===== config.mk =====
export PLATFORM = sky130hd
export DESIGN_NAME = seq_mult
export DESIGN_NICKNAME = d
export VERILOG_FILES = /design/src/rtl/seq_mult_pkg.sv /design/src/rtl/seq_mult.sv
export SDC_FILE = /design/constraint.sdc
export NUM_CORES = 1
export LEC_CHECK = 0
export CORE_ASPECT_RATIO = 1.2
export CORE_MARGIN = 2
export CORE_UTILIZATION = 30
export CTS_CLUSTER_SIZE = 12
export DETAILED_ROUTE_END_ITERATION = 10
export DONT_BUFFER_PORTS = 1
export HOLD_SLACK_MARGIN = 0.05
export PLACE_DENSITY_LB_ADDON = 0.2
export SLEW_MARGIN = 20
export SYNTH_ARGS = -nofsm -noshare
export SYNTH_HDL_FRONTEND = slang
export SYNTH_SLANG_ARGS = --single-unit

===== constraint.sdc =====
create_clock -name CLK -period 3.7 [get_ports CLK]
set_input_delay 1.11 -clock CLK [delete_from_list [all_inputs] [get_ports CLK]]
set_output_delay 1.11 -clock CLK [all_outputs]
set_load 0.005 [all_outputs]

===== src/rtl/seq_mult_pkg.sv =====
// Shared types for the sequential shift-add multiplier.
// FSM state encoding lives here; operand width stays a module parameter.
package seq_mult_pkg;

  typedef enum logic [1:0] {
    IDLE,
    CALC,
    DONE
  } state_t;

endpackage


===== src/rtl/seq_mult.sv =====
// Radix-2 sequential multiplier, signed or unsigned operands.
// Works on magnitudes, restores the sign when C is loaded.
module seq_mult
  import seq_mult_pkg::*;
#(
  parameter int WIDTH = 32
) (
  input  logic               CLK,
  input  logic               rst,
  input  logic               in_valid,
  output logic               in_ready,
  input  logic [WIDTH-1:0]   A,
  input  logic [WIDTH-1:0]   B,
  input  logic               is_signed,
  output logic               out_valid,
  input  logic               out_ready,
  output logic [2*WIDTH-1:0] C
);

  localparam int CW = $clog2(WIDTH + 1);
  localparam logic [CW-1:0] LAST = CW'(WIDTH);

  state_t               state, state_d;
  logic [CW-1:0]        cnt, cnt_d;
  logic [2*WIDTH:0]     acc, acc_d;
  logic [WIDTH-1:0]     mcand, mcand_d;
  logic                 sign, sign_d;
  logic [2*WIDTH-1:0]   c_d;
  logic [WIDTH:0]       sum;
  logic [2*WIDTH-1:0]   prod;

  assign in_ready  = (state == IDLE);
  assign out_valid = (state == DONE);

  always_comb begin
    state_d = state;
    cnt_d   = cnt;
    acc_d   = acc;
    mcand_d = mcand;
    sign_d  = sign;
    c_d     = C;
    sum     = acc[2*WIDTH:WIDTH]
            + (acc[0] ? {1'b0, mcand} : '0);
    prod    = acc[2*WIDTH-1:0];
    unique case (state)
      IDLE: begin
        if (in_valid) begin
          state_d = CALC;
          cnt_d   = '0;
          // -2^(W-1) negates to itself, which is its unsigned magnitude
          mcand_d = (is_signed && A[WIDTH-1]) ? -A : A;
          acc_d   = {{(WIDTH+1){1'b0}},
                     ((is_signed && B[WIDTH-1]) ? -B : B)};
          sign_d  = is_signed & (A[WIDTH-1] ^ B[WIDTH-1]);
        end
      end
      CALC: begin
        if (cnt == LAST) begin
          state_d = DONE;
          c_d     = sign ? -prod : prod;
        end else begin
          acc_d = {1'b0, sum, acc[WIDTH-1:1]};
          cnt_d = cnt + 1'b1;
        end
      end
      DONE: begin
        if (out_ready) state_d = IDLE;
      end
      default: state_d = IDLE;
    endcase
  end

  always_ff @(posedge CLK) begin
    if (rst) begin
      state <= IDLE;
      cnt   <= '0;
      acc   <= '0;
      mcand <= '0;
      sign  <= 1'b0;
      C     <= '0;
    end else begin
      state <= state_d;
      cnt   <= cnt_d;
      acc   <= acc_d;
      mcand <= mcand_d;
      sign  <= sign_d;
      C     <= c_d;
    end
  end

endmodule


* Word level (Yosys, flattened, before mapping)
Index checks and enable logic that the tools add are counted.
** Word-level totals
- Bits in registers :: 170
- Output and inout port bits :: 66
- Input port bits :: 69
- Logic and storage cells :: 42
** Cells by class
- Equal/unequal tests :: 7
- Reductions and logical operators :: 8
- $add $sub $neg :: 5
- Multiplexer cells :: 14
- Bitwise operators :: 2
** Operators with widths (count)
- $mux W65 :: 2
- $pmux W65 S2 :: 1
- $mux W32 :: 3
- $mux W64 :: 1
- $neg A32 Y32 :: 2
- $neg A64 Y64 :: 1
- $add A33 B32 Y33 :: 1
- $mux W6 :: 2
- $pmux W6 S2 :: 1
- $add A6 B1 Y6 const B :: 1
- $eq A6 B6 Y1 const B :: 1
- $mux W2 :: 3
- $ne A2 B2 Y1 const B :: 3
- $pmux W2 S3 :: 1
- $reduce_and A3 Y1 :: 2
- $reduce_and A2 Y1 :: 2
- $eq A2 B1 Y1 const B :: 1
- $eq A2 B2 Y1 const B :: 1
- $logic_and A1 B1 Y1 :: 2
- $logic_not A2 Y1 :: 1
- $ne A2 B1 Y1 const B :: 1
- $reduce_bool A2 Y1 :: 1
- $and A1 B1 Y1 :: 1
- $xor A1 B1 Y1 :: 1

* Longest topological paths before layout
- Depth in word-level cells :: 4
- Mapped depth :: 14
- Mapped depth without buffers :: 12

* Worst setup path before layout
No wires, ideal clock.
- Path type :: in2reg
- Start :: input port A[20]
- End :: register mcand[30]
- Library setup time :: 0.086 ns
- Cell stages on the path :: 8
- Arrival time :: 3.320 ns
- Setup slack :: 0.295 ns
- Required time :: 3.614 ns
- Path through :: or4_1 or3_1 or4_1 or2_2 nor3_1 a21oi_1 xnor2_1 a211oi_1
** On the way
- Longest elaborated chain between the ends :: 2
** Ends and longest elaborated chain
- start, declared :: RTL line seq_mult.sv:12 : input logic [WIDTH-1:0] A,
- $neg A32 Y32 :: RTL line seq_mult.sv:51 : mcand_d = (is_signed && A[WIDTH-1]) ? -A : A;
- $mux W32 :: RTL line seq_mult.sv:51
- end signal, assigned :: RTL line seq_mult.sv:85 : mcand <= mcand_d;
- end, declared :: RTL line seq_mult.sv:26 : logic [WIDTH-1:0] mcand, mcand_d;
Every way passes these cells.
A chain may end at the register's enable or synchronous reset.

* Worst setup path in the final report
- Start :: register acc[2]
- End :: register C[59]
** On the way
- Longest elaborated chain between the ends :: 2
** Ends and longest elaborated chain
- start, declared :: RTL line seq_mult.sv:25 : logic [2*WIDTH:0] acc, acc_d;
- start signal, assigned :: RTL line seq_mult.sv:77 : acc <= '0;
- start signal, assigned :: RTL line seq_mult.sv:84 : acc <= acc_d;
- $neg A64 Y64 :: RTL line seq_mult.sv:60 : c_d = sign ? -prod : prod;
- $mux W64 :: RTL line seq_mult.sv:60
- end signal, assigned :: RTL line seq_mult.sv:80 : C <= '0;
- end signal, assigned :: RTL line seq_mult.sv:87 : C <= c_d;
- end, declared :: RTL line seq_mult.sv:17 : output logic [2*WIDTH-1:0] C
Every way passes these cells.

==> impl_metrics.toml <==
[setup_path]
crit_path_max_incr_delay_ns = 0.59
arrival_ns = 3.80
path_max_fanout = 10
end_kind = "flip-flop"
crit_slowest_cell = "or3_1"
worst-r2r-setup-slack_ns = 0.17
r2r-start = "acc[2]"
r2r_end = "C[59]"
path_cells = "or4_1 -> or4_4 -> nand2b_4 -> or3_1 -> or3_1 -> o41ai_2 -> xor2_1 -> a211oi_1"
r2r_cells = 8
crit_top_cell = "or3_1"
crit_type = "reg -> reg"
crit_required_ns = 3.97
start_kind = "flip-flop"

[detailed_routing]
routedWlPerCell_um = 17.5
vias = 9327
first_iter_violations = 447
ant_nets = 0
drtPass1Iterations = 7
wl_um = 31500
routed_via_density = 5.19
drc = 0

[final_layout]
area_growth_pct = 9.87
drive_gt1_share_pct = 6.07
fin_nets = 1428
stdcell_area_sq_um = 11600
fillers = 3713
diodes = 0
multiInputGateArea_sq_um = 6760
seqCellArea_sq_um = 3380

[grt]
antenna_found_initial = 1
grt_pass1_wl_um = 50200
grt_max_degree = 142
grt_overflow = 0
track_usage_pct = 17.2
grt_pass1_vias = 9134

[pwr]
p_sw_share_pct = 28.7
finalPower_mw = 4.45
vdd_drop_max_v = 0.000335
power.internal_mw = 3.17
power_density_nw_per_um2 = 383
p_switching_mw = 1.28
seqPwrFrac_pct = 44.4
power_leakage_nw = 4.14
comb_power_share_pct = 14.7
clockPowerShare_pct = 40.9

[synthesis]
yosys.area.top_type = "dfxtp_1"
yosysSeqAreaShare_pct = 32.0
synth-edff-count = 0
synthArstFlopShare_pct = 0
synth_warnings = 0
synth_flop_cell = "dfxtp_1"
netlist_top_cells_count = "nor2_1 (180), dfxtp_1 (169), a21oi_1 (125)"
ys_ff_latch = 169
synth.cell_area_sq_um = 10600
syn_inst = 1366
yosysUniqueCellTypes = 59
yosys.cell_count.top_type = "nor2_1"
synth_area_per_cell_sq_um = 7.74
synth_top_area_share_pct = 32.0
synth_area_leaders = "dfxtp_1 (32%), xor2_1 (7.0%), nor2_1 (6.4%)"
synth_nets = 1473

[timing]
rsz0062_at_grt = "no"
slew_headroom_pct = 32.5
worst_pin_slew_ns = 1.01
setup_tns_ns = 0
fin_crit_ns = 3.53
skew_ns = 0.0113
final_max_slew_viol_count = 0
setup_viol = 0
final_hold_viol_count = 0
fin_hold_ws_ns = 0.481
period_share_pct = 95.4
fmax_mhz = 283
setup_slack_ns = 0.169

[cts]
cts_tree = "done"
htreeDepth = 4
post-cts-setup-buffer-count = 0
cts_buffers = 17
cts.sinks = 169
clk_latency_ns = 0.44
root_buffer = "clkbuf_16"
hold_buffers = 0
path_clk_slew_ns = 0.07
cts_buffer_depth = 2
cts_resized = 0

[worst_hold_path]
whs_path_depth = 2
hold_path.startpoint = "C[61]"
hold_path_class = "reg -> reg"
min_to = "C[61]"

[place]
globalplace.congestion = 0.862
hpwlAfterDp_um = 23900
port_buffers = 0
pre_cts_ws_ns = 0.147
placed_area_sq_um = 11000

[outcome]
status = "finished, final reports clean"

[floorplanning]
core_area_sq_um = 34800
start_util_pct = 30.4
num_rows = 75
die_y_um = 210
io_pins = 135
fp.dieW_um = 175
die_area_sq_um = 36800

[job]
maxCapViolCount = 0
[registers in the layout (all words and copies together), names as in the netlist]
signal	cells
C	64
acc	64
mcand	32
cnt	6
state	2
sign	1
[critical path, delay by kind of cell, from the launching register on]
kind,cells,cell delay [ns]
compound gates,2,0.47
simple gates,5,2.30
flops,1,0.38
xor+xnor,1,0.21
[worst max-delay path by stage]
stage | start | to | slack [ns]
after floorplan | A[20] | mcand[30] | 0.29
after global placement | A[20] | mcand[30] | 0.16
after detailed placement | A[20] | mcand[30] | 0.15
after CTS | acc[2] | C[59] | 0.17
after global routing | acc[2] | C[59] | 0.01
final | acc[2] | C[59] | 0.17
[cell type report]
class	instances	area share [%]
Multi-Input combinational cell	1078	58.1
Sequential cell	169	29.1
Clock inverter	13	1.23
Inverter	26	0.840
Tap cell	462	4.98
Clock buffer	19	3.81
Timing Repair Buffer	29	1.87
[through the flow]
step           util (%)  instances
2_1_floorplan         -       1366
3_3_place_gp       31.7       1764
3_5_place_dp       31.7       1764
4_1_cts            33.4       1796
5_1_grt            33.4       1796
6_report           33.4       1796
[layout by cell type, fill, tap and decap left out, types with 12 or more instances in the layout]
cell / instances
nand4_1: 12
and2_1: 32
a211oi_1: 88
nor2_1: 178
buf_4: 29
nand3_1: 22
clkbuf_16: 17
a21oi_1: 125
dfxtp_1: 168
o31ai_1: 25
nor3_1: 16
o21ai_0: 67
xnor2_1: 53
ha_1: 37
nor3b_1: 21
o41ai_1: 13
inv_1: 26
nand2_1: 113
or3_1: 28
xor2_1: 84
[power groups by stage]
stage	registers, mW	logic (mW)	clock network, mW
after floorplan	1.99	0.516	0
after global placement	2.02	0.655	0
after detailed placement	2.02	0.658	0
after CTS	1.98	0.661	1.87
after global routing	1.99	0.733	1.93
final	1.98	0.653	1.82
[metal layers]
metal / vias up / routed length, um / global-route usage, % / part of all wire, %
met5: - / 0 / 0 / 0
met4: 0 / 645 / 5.20 / 2.0
met3: 26 / 1480 / 3.64 / 4.7
met2: 160 / 15700 / 30.7 / 50
met1: 4322 / 13700 / 20.5 / 44
li1: 4819 / - / - / -
[cell families (layout without fill, tap and decap cells)]
| logic type | count (synthesis) | in the layout | synth area share (%) |
|---|---|---|---|
| compound gates | 396 | 396 | 24.0 |
| xor+xnor | 137 | 137 | 11.3 |
| fa+ha+maj | 38 | 38 | 4.57 |
| buf+inv | 119 | 87 | 4.31 |
| flops | 169 | 169 | 32.0 |
| mux | 7 | 7 | 0.663 |
| simple gates | 500 | 500 | 23.1 |
(Power assumes the default switching activity.)
